$ cat config.mk
export PLATFORM = sky130hd
export DESIGN_NAME = alu_pipe
export DESIGN_NICKNAME = d
export VERILOG_FILES = /design/src/rtl/alu_pipe.sv
export SDC_FILE = /design/constraint.sdc
export NUM_CORES = 1
export LEC_CHECK = 0
export BUFFER_PORTS_ARGS = -buffer_cell sky130_fd_sc_hd__buf_2
export CAP_MARGIN = 20
export CORE_MARGIN = 4
export CORE_UTILIZATION = 57
export DETAILED_ROUTE_END_ITERATION = 10
export GPL_TIMING_DRIVEN = 0
export PLACE_DENSITY = 0.79
export SYNTH_ARGS = -nofsm -noshare
export SYNTH_HDL_FRONTEND = slang
export SYNTH_SLANG_ARGS = --single-unit
$ cat constraint.sdc
create_clock -name clk -period 6.3 [get_ports clk]
set_input_delay 1.89 -clock clk [delete_from_list [all_inputs] [get_ports clk]]
set_output_delay 1.89 -clock clk [all_outputs]
set_load 0.02 [all_outputs]
$ cat src/rtl/alu_pipe.sv
// rtl/alu_pipe.sv - two-stage valid/ready ALU with sticky overflow; optional SATURATE_EN clamps overflowed results
module alu_pipe #(
  parameter int BW = 16
) (
  input  logic          clk,
  input  logic          rst_n,
  input  logic          in_valid,
  output logic          in_ready,
  input  logic [BW-1:0] in_a,
  input  logic [BW-1:0] in_b,
  input  logic [2:0]    opcode,
  output logic          out_valid,
  input  logic          out_ready,
  output logic [BW-1:0] out,
  output logic [2:0]    flags,
  input  logic          clr_sticky,
  output logic          ovf_sticky
);

  typedef enum logic [2:0] {
    OP_ADD  = 3'b000,
    OP_SUB  = 3'b001,
    OP_AND  = 3'b010,
    OP_OR   = 3'b011,
    OP_XOR  = 3'b100,
    OP_INC  = 3'b101,
    OP_MOVA = 3'b110,
    OP_MOVB = 3'b111
  } op_t;

  logic          s1_valid;
  logic [BW-1:0] s1_a;
  logic [BW-1:0] s1_b;
  op_t           s1_op;

  logic          s1_adv;
  logic          s2_adv;

  logic [BW:0]   a_ext;
  logic [BW:0]   b_ext;
  logic [BW:0]   sum_ext;
  logic          is_arith;
  logic          ovf;
  logic [BW-1:0] res;
  logic [2:0]    flags_nxt;

  assign s2_adv   = !out_valid || out_ready;
  assign s1_adv   = !s1_valid || s2_adv;
  assign in_ready = s1_adv;

  always_ff @(posedge clk) begin
    if (!rst_n) begin
      s1_valid <= 1'b0;
      s1_a     <= '0;
      s1_b     <= '0;
      s1_op    <= OP_ADD;
    end else if (s1_adv) begin
      s1_valid <= in_valid;
      if (in_valid) begin
        s1_a  <= in_a;
        s1_b  <= in_b;
        s1_op <= op_t'(opcode);
      end
    end
  end

  assign a_ext = {s1_a[BW-1], s1_a};
  assign b_ext = {s1_b[BW-1], s1_b};

  // With sign-extended operands, a BW+1 result whose top two bits differ
  // has left the BW-bit range; bit BW then carries the true sign.
  always_comb begin
    sum_ext  = '0;
    is_arith = 1'b0;
    res      = '0;
    case (s1_op)
      OP_ADD: begin
        sum_ext  = a_ext + b_ext;
        is_arith = 1'b1;
      end
      OP_SUB: begin
        sum_ext  = a_ext - b_ext;
        is_arith = 1'b1;
      end
      OP_INC: begin
        sum_ext  = a_ext + {{BW{1'b0}}, 1'b1};
        is_arith = 1'b1;
      end
      default: sum_ext = '0;
    endcase

    case (s1_op)
      OP_AND:  res = s1_a & s1_b;
      OP_OR:   res = s1_a | s1_b;
      OP_XOR:  res = s1_a ^ s1_b;
      OP_MOVA: res = s1_a;
      OP_MOVB: res = s1_b;
      default: res = sum_ext[BW-1:0];
    endcase

    ovf = is_arith && (sum_ext[BW] != sum_ext[BW-1]);

`ifdef SATURATE_EN
    if (ovf) begin
      res = sum_ext[BW] ? {1'b1, {(BW-1){1'b0}}} : {1'b0, {(BW-1){1'b1}}};
    end
`endif

    flags_nxt = {ovf, res[BW-1], (res == '0)};
  end

  always_ff @(posedge clk) begin
    if (!rst_n) begin
      out_valid <= 1'b0;
      out       <= '0;
      flags     <= 3'b000;
    end else if (s2_adv) begin
      out_valid <= s1_valid;
      if (s1_valid) begin
        out   <= res;
        flags <= flags_nxt;
      end
    end
  end

  // Set has priority over clear so a same-cycle overflow is never lost.
  always_ff @(posedge clk) begin
    if (!rst_n) begin
      ovf_sticky <= 1'b0;
    end else if (out_valid && out_ready && flags[2]) begin
      ovf_sticky <= 1'b1;
    end else if (clr_sticky) begin
      ovf_sticky <= 1'b0;
    end
  end

endmodule
==> results of run 1 <==
-- critical path, delay by kind of cell (launching register included) --
kind / cells / cell delay, ns
compound gates: 5 / 1.38
fa+ha+maj: 1 / 0.39
buf+inv: 5 / 1.54
flops: 1 / 0.43
mux: 1 / 0.13
simple gates: 3 / 0.46
-- sequential cells by signal, indices dropped and copies added, names as in the netlist --
| name | cells |
|---|---|
| s1_valid | 1 |
| flags | 3 |
| s1_a | 16 |
| ovf_sticky | 1 |
| out | 15 |
| out_valid | 1 |
| s1_op | 3 |
| s1_b | 16 |
-- how the worst min path moves through the flow --
stage,startpoint,endpoint,slack (ns),cells past startpoint
floorplan,s1_a[5],s1_a[5],0.47,2
global placement,flags[0],flags[0],0.44,2
detailed placement,out[5],out[5],0.45,2
CTS,out[5],out[5],0.46,2
global route,ovf_sticky,ovf_sticky,0.48,2
finish,out[5],out[5],0.46,2
-- report_power, final --
part	switching [W]	internal (W)	leakage, nW	total [W]
sequential	0.0000277	0.000376	0.461	0.000403
combinational	0.000212	0.000136	1.80	0.000348
clock	0.000118	0.000118	0.0552	0.000236
-- per-stage QoR --
stage,cells,setup WS (ns)
6_report,824,1.895
5_1_grt,824,1.577
4_1_cts,824,1.947
3_5_place_dp,816,1.955
3_3_place_gp,816,1.954
2_1_floorplan,650,2.178
-- layer usage --
metal	part of all wire, %	up-vias	global-route usage [%]
met4	5.6	0	16.07
li1	-	2441	-
met5	0	-	0
met3	7.6	59	6.381
met2	46	238	47.93
met1	41	2366	37.01
-- cell families after synthesis --
group	count (synthesis)
AOI/OAI and AO/OA	196
xor gates and xnor gates	7
adders and majority gates	52
buffers and inverters	83
DFF	56
muxes	19
and+or+nand+nor	237
-- layout make-up --
cell class	instances	area, sq um	share of cell area (%)
Clock inverter	2	35.03	0.6582
Tap cell	105	131.4	2.468
Clock buffer	6	72.57	1.363
Timing Repair Buffer	61	305.3	5.736
Buffer	41	205.2	3.855
Inverter	42	158.9	2.985
Sequential cell	56	1121	21.06
Multi-Input combinational cell	511	3293	61.87
-- placed cells by master, fill, tap and decap left out, drive strengths merged, types with 6 or more instances in the layout --
cell type	n
a21oi	80
ha	51
o21ai	27
nor2	50
buf	81
nand2b	16
dfxtp	56
nor2b	7
a22oi	9
a21o	6
clkbuf	27
nand3	11
inv	40
a211oi	12
nor3	23
nand2	99
mux2i	14
o22ai	17
==> impl_metrics.json, run 1 <==
{
  "place_congestion": 0.9469,
  "crit_type": "reg2reg",
  "grt_max_degree": 17,
  "ys_seq_area_share_pct": 23.46,
  "synth.top_cell.area_share_pct": 23.46,
  "outcome": "finished clean",
  "synth_area_leader_cell": "dfxtp_1",
  "worstPathMaxFanout": 10,
  "start_util_pct": 58.45,
  "maxCapViolCount": 0,
  "synthAdderAreaFrac_pct": 13.77,
  "async_reset_ff_share_pct": 0,
  "power-per-cell-area_mw_per_mm2": 185.5,
  "grt_pass1_vias": 4883,
  "utilization_pct": 65.11,
  "clk_latency_ns": 0.31,
  "synth_xor_xnor_area_share_pct": 1.283,
  "synthMuxAreaShare_pct": 4.504,
  "synth_compound_area_share_pct": 26.08,
  "cts_tree": "built",
  "fmax_ghz": 0.2270,
  "slew_violations": 0,
  "first_pass_iters": 5,
  "finalSetupViolations": 0,
  "slowest_delay_ns": 0.45,
  "num_vias": 5104,
  "nets": 810,
  "coreArea_sq_mm": 0.008175,
  "yosys.area_share.simple_pct": 23.28,
  "stdcell_area_sq_mm": 0.005323,
  "synth_top_family_by_area": "compound AO/OA/AOI/OAI gates",
  "synth_common_cells": "nand2_1, a21oi_1, dfxtp_1",
  "rsz0062_at_grt": "false",
  "area_delta_synth_final_pct": 11.39,
  "grt_usage_pct": 29.75,
  "drt_iter0_drc": 410,
  "root_buffer": "clkbuf_8",
  "die_w_um": 99.56,
  "wl_per_cell_um": 17.53,
  "ys_types": 74,
  "setup_tns_ns": 0,
  "whs_ns": 0.4581,
  "maxSlewHeadroom_pct": 40.45,
  "grt_first_pass_wirelength_um": 23670,
  "clock_path_buffers": 2,
  "clk_pin_slew_worst_paths_ns": 0.10,
  "p_total_w": 0.0009873,
  "setup.worst_path.start": "s1_op[2]",
  "finalHoldViolations": 0,
  "synth_area_leaders": "dfxtp_1, ha_1, a21oi_1",
  "cts_buffers": 5,
  "io_pins": 62,
  "yosysWarnings": 0,
  "r2r-end": "flags[0]",
  "port_buffers": 61,
  "worstHoldPathType": "reg2reg",
  "min_period_over_period_pct": 69.93,
  "synth.cell_area_sq_mm": 0.004778,
  "cp-end-kind": "flop",
  "crit_path_start_kind": "flop",
  "avgViaCountPerCell": 6.194,
  "wl_um": 14440,
  "r2r_start": "s1_op[2]",
  "worstSetupEndpoint": "flags[0]",
  "irDropWorstVdd_mv": 0.1277,
  "crit_top_cell": "buf_2",
  "hpwl_um": 11300,
  "fill_cells": 742,
  "crit_arrival_ns": 4.67,
  "crit_slowest_cell": "buf_1",
  "required_ns": 6.56,
  "cts_resized": 0,
  "cts_sinks": 56,
  "dieHeight_um": 99.56,
  "rrSetupSlack_ns": 1.89,
  "postSynthAreaPerCell_sq_um": 7.351,
  "cts-hold-fix-buffers": 0,
  "post_cts_buffers": 0,
  "grt.overflow.total": 0,
  "synth_cells": 650,
  "tightest_slew_ns": 0.8933,
  "fin_crit_ns": 4.405,
  "n_antenna_cell": 0,
  "ant_nets": 0,
  "dpl_cell_area_sq_mm": 0.005215,
  "rows": 33,
  "fin_skew_ns": 0.002802,
  "reg2reg_depth": 15,
  "antenna_found_initial": 0,
  "syn_nets": 742,
  "yosys.cell_count.top_type": "nand2_1",
  "htreeDepth": 2,
  "synth-edff-count": 0,
  "die_area_sq_mm": 0.009912,
  "layout-drive-gt1-share_pct": 13.91,
  "synth-main-ff-cell": "dfxtp_1",
  "drc_errors": 0,
  "power.leakage_nw": 2.319,
  "worstPathCellList": "buf_4 > buf_2 > buf_2 > buf_2 > buf_1 > o22ai_1 > ha_1 > o21ai_1 > o21ai_0 > nand2_1 > o311ai_2 > mux2i_1 > a21oi_1 > nand4_1 > nand2_1",
  "synth.ff_latch_count": 56
}
Power figures use the tool's default switching activity.
==> run 2: changes to the inputs <==
Clock period 6.3 ns to 4.4 ns, I/O delays scaled along.
==> impl_metrics.json, run 2 (synthesis gave the netlist of run 1 again) <==
{
  "outcome": "finished clean",
  "finalSetupViolations": 0,
  "clk_pin_slew_worst_paths_ns": 0.10,
  "drt_iter0_drc": 425,
  "fill_cells": 740,
  "crit_path_start_kind": "flop",
  "nets": 810,
  "crit_arrival_ns": 4.39,
  "layout_commonest_cell": "nand2_1",
  "finalHoldViolations": 0,
  "reg_top3": "s1_a: 16 flops, s1_b: 16 flops, out: 15 flops",
  "setup_tns_ns": 0,
  "coreArea_sq_mm": 0.008175,
  "fmax_ghz": 0.2420,
  "dieHeight_um": 99.56,
  "antenna_found_initial": 0,
  "fin_crit_ns": 4.132,
  "cts-hold-fix-buffers": 0,
  "grt_usage_pct": 29.75,
  "cts_sinks": 56,
  "start_util_pct": 58.45,
  "rows": 33,
  "cts_buffers": 5,
  "die_area_sq_mm": 0.009912,
  "ant_nets": 0,
  "layout.cells.non_filler": 824,
  "final_cell_mix": "nand2_1, a21oi_1, buf_2",
  "place_congestion": 0.9469,
  "fin_ws_ns": 0.2682,
  "io_pins": 62,
  "root_buffer": "clkbuf_8",
  "first_pass_iters": 7,
  "htreeDepth": 2,
  "worstHoldPathType": "reg2reg",
  "slew_violations": 0,
  "grt_pass1_vias": 4883,
  "cp-end-kind": "flop",
  "avgViaCountPerCell": 6.208,
  "grt_first_pass_wirelength_um": 23670,
  "rsz0062_at_grt": "false",
  "wl_um": 14510,
  "drc_errors": 0,
  "hpwl_um": 11300,
  "tightest_slew_ns": 0.8917,
  "grt_max_degree": 17,
  "n_antenna_cell": 0,
  "p_total_w": 0.001422,
  "layout-drive-gt1-share_pct": 14.60,
  "whs_ns": 0.4581,
  "die_w_um": 99.56,
  "placed_cells": 816,
  "crit_type": "reg2reg",
  "maxCapViolCount": 0,
  "power-per-cell-area_mw_per_mm2": 266.1,
  "required_ns": 4.66,
  "clk_latency_ns": 0.31,
  "fin_skew_ns": 0.003457,
  "power.leakage_nw": 2.328,
  "irDropWorstVdd_mv": 0.1819,
  "maxSlewHeadroom_pct": 40.55,
  "min_period_over_period_pct": 93.90,
  "port_buffers": 61,
  "num_vias": 5115,
  "pre_cts_ws_ns": 0.2117,
  "grt.overflow.total": 0,
  "cts_resized": 0,
  "worstPathMaxFanout": 10,
  "area_delta_synth_final_pct": 11.81,
  "wl_per_cell_um": 17.61,
  "clock_path_buffers": 2,
  "cts_tree": "built",
  "post_cts_buffers": 0
}
run 2: power breakdown:
group	internal, W	total [W]	leakage (nW)	switching (W)
registers	0.000538	0.000577	0.461	0.0000395
clock network	0.000169	0.000340	0.0552	0.000170
logic	0.000197	0.000504	1.81	0.000307
run 2: area by class of cell:
class	instances	area, sq um	share of cell area (%)
multi-input cells	511	3308	61.92
flip-flops and latches	56	1121	20.98
repair buffers	61	305.3	5.714
plain buffers	41	210.2	3.934
inverters	42	158.9	2.974
well taps	105	131.4	2.459
clock buffers	6	72.57	1.358
clock inverters	2	35.03	0.6557
run 2: layer usage:
layer  wire length, um  track usage (%)  part of all wire, %
met5                 0                0                    0
met4               852            16.07                  5.9
met3              1194            6.381                  8.2
met2              6623            47.93                   46
met1              5837            37.01                   40
run 2: final timing paths:
check                           slack (ns)  cells after the start       end     start
worst min register to register        0.46                      2    out[5]    out[5]
worst max-delay path                  0.27                     15  flags[0]  s1_op[2]
worst min-delay path                  0.46                      2    out[5]    out[5]
worst max register to register        0.27                     15  flags[0]  s1_op[2]
run 2: critical path: stages (launching register included):
cell      delay (ns)
dfxtp_1         0.43
buf_4           0.21
buf_2           0.29
buf_2           0.29
clkbuf_4        0.28
clkbuf_2        0.28
o22ai_1         0.13
ha_1            0.28
a211oi_2        0.37
nor2_1          0.17
o41ai_1         0.39
mux2i_1         0.14
a211oi_1        0.39
and4b_1         0.24
nand4_1         0.10
nand2_1         0.08
run 2: metrics by stage:
step                      util (%)  area (sq um)
after floorplan                  -          4778
after global placement       63.79          5215
after detailed placement     63.79          5215
after CTS                    65.11          5323
after global routing         65.35          5343
final                        65.35          5343
==> run 3: changes to the inputs <==
--- a/config.mk
+++ b/config.mk
@@ -8,4 +8,5 @@
 export BUFFER_PORTS_ARGS = -buffer_cell sky130_fd_sc_hd__buf_2
 export CAP_MARGIN = 20
+export CORE_ASPECT_RATIO = 0.8
 export CORE_MARGIN = 4
 export CORE_UTILIZATION = 57
==> constraint.sdc (replaced) <==
create_clock -name clk -period 4.4 [get_ports clk]
set_input_delay 0.88 -clock clk [delete_from_list [all_inputs] [get_ports clk]]
set_output_delay 0.88 -clock clk [all_outputs]
set_load 0.02 [all_outputs]
==> impl_metrics.json, run 3 (synthesis gave the netlist of run 1 again) <==
{
  "grt_usage_pct": 30.33,
  "io_pins": 62,
  "worstPathMaxFanout": 19,
  "use_met3_pct": 4.871,
  "r2r_start": "s1_op[2]",
  "placed_cells": 819,
  "antenna_found_initial": 0,
  "wl_um": 14760,
  "area_delta_synth_final_pct": 11.50,
  "maxCapViolCount": 0,
  "setup_tns_ns": 0,
  "finalHoldViolations": 0,
  "htreeDepth": 2,
  "worstHoldPathType": "reg2reg",
  "final_cell_mix": "nand2_1, a21oi_1, buf_2",
  "hpwl_um": 11510,
  "irDropWorstVdd_mv": 0.1668,
  "rrSetupSlack_ns": 0.29,
  "reg2reg_depth": 14,
  "p_total_w": 0.001424,
  "fill_cells": 739,
  "dieHeight_um": 89.90,
  "whs_endpoint": "flags[0]",
  "grt.overflow.total": 0,
  "die_area_sq_mm": 0.009921,
  "cts_sinks": 56,
  "first_pass_iters": 5,
  "ant_nets": 0,
  "utilization_pct": 66.14,
  "start_util_pct": 59.32,
  "outcome": "finished clean",
  "crit_type": "reg2reg",
  "drc_errors": 0,
  "clock_path_buffers": 2,
  "grt_max_degree": 20,
  "post_cts_buffers": 0,
  "rsz0062_at_grt": "false",
  "cts-hold-fix-buffers": 0,
  "drt_iter0_drc": 577,
  "n_antenna_cell": 0,
  "layout-drive-gt1-share_pct": 14.21,
  "reg_top3": "s1_a: 16 flops, s1_b: 16 flops, out: 15 flops",
  "grt_first_pass_wirelength_um": 23940,
  "maxSlewHeadroom_pct": 28.81,
  "r2r-end": "flags[0]",
  "clk_pin_slew_worst_paths_ns": 0.10,
  "grt_util_met2_pct": 45.25,
  "place_congestion": 0.9979,
  "grt_pass1_vias": 4758,
  "layout.cells.non_filler": 826,
  "num_vias": 5011,
  "fin_crit_ns": 4.112,
  "power-per-cell-area_mw_per_mm2": 267.2,
  "layout_commonest_cell": "nand2_1",
  "rows": 29,
  "port_buffers": 61,
  "gr-usage-met1_pct": 43.18,
  "setup.worst_path.start": "s1_op[2]",
  "power.leakage_nw": 2.323,
  "tightest_slew_ns": 1.068,
  "whs_ns": 0.4709,
  "wl_per_cell_um": 17.87,
  "fin_skew_ns": 0.003674,
  "cp-end-kind": "flop",
  "finalSetupViolations": 0,
  "hold_start": "flags[0]",
  "crit_arrival_ns": 4.38,
  "crit_path_start_kind": "flop",
  "whs_path_depth": 2,
  "required_ns": 4.67,
  "min_period_over_period_pct": 93.45,
  "cts_tree": "built",
  "clk_latency_ns": 0.32,
  "avgViaCountPerCell": 6.067,
  "root_buffer": "clkbuf_8",
  "cts_buffers": 5,
  "grt_busiest_layer": "met2",
  "fmax_ghz": 0.2432,
  "coreArea_sq_mm": 0.008055,
  "slew_violations": 0,
  "nets": 809,
  "die_w_um": 110.4
}
## run 3: cell count changes in the layout (fill, tap and decap cells not counted), sizes merged
cell    previous run  this run
clkbuf            30        29
## run 3: critical path, cell delays in order (launching register included)
cell	delay (ns)
dfxtp_1	0.44
buf_4	0.21
buf_2	0.27
buf_2	0.30
clkbuf_4	0.34
o22ai_1	0.13
ha_1	0.29
a211oi_2	0.39
o21ai_0	0.26
nand2_1	0.25
a2111oi_0	0.14
a211o_1	0.30
nor4_1	0.47
nand4_1	0.14
nand2_1	0.09
## run 3: area by class of cell
cell class,count,area [sq um],share of cell area (%)
Inverter,42,158.9,2.983
Multi-Input combinational cell,511,3293,61.81
Buffer,40,206.4,3.875
Sequential cell,56,1121,21.04
Clock inverter,2,35.03,0.6576
Clock buffer,6,72.57,1.362
Tap cell,108,135.1,2.536
Timing Repair Buffer,61,305.3,5.730
## run 3: metrics by stage
stage               worst slack [ns]  instance area, sq um
floorplan                      1.120                  4778
global placement              0.1280                  5219
detailed placement           0.04837                  5219
CTS                           0.2082                  5323
global route                 0.05726                  5328
finish                        0.2881                  5328
## run 3: repair_timing
item                                    CTS  global route
cloned                                    0             0
endpoints found under the setup margin    1             3
resized for setup                         0             4
## run 3: power breakdown
group	switching, W	internal (W)
Clock	0.000178	0.000169
Sequential	0.0000401	0.000538
Combinational	0.000304	0.000194
Total	0.000522	0.000901
## run 3: worst max-delay path by stage
stage                     to  slack, ns  cells past startpoint
detailed placement  flags[0]       0.05                     15
finish              flags[0]       0.29                     14
global placement    flags[0]       0.13                     15
floorplan           flags[0]       1.12                     15
global route        flags[0]       0.06                     14
CTS                 flags[0]       0.21                     16
## run 3: routing by layer
metal  up-vias  part of all wire (%)
met3        37                   9.0
li1       2444                     -
met5         -                     0
met4         0                   3.9
met2       223                    43
met1      2307                    44
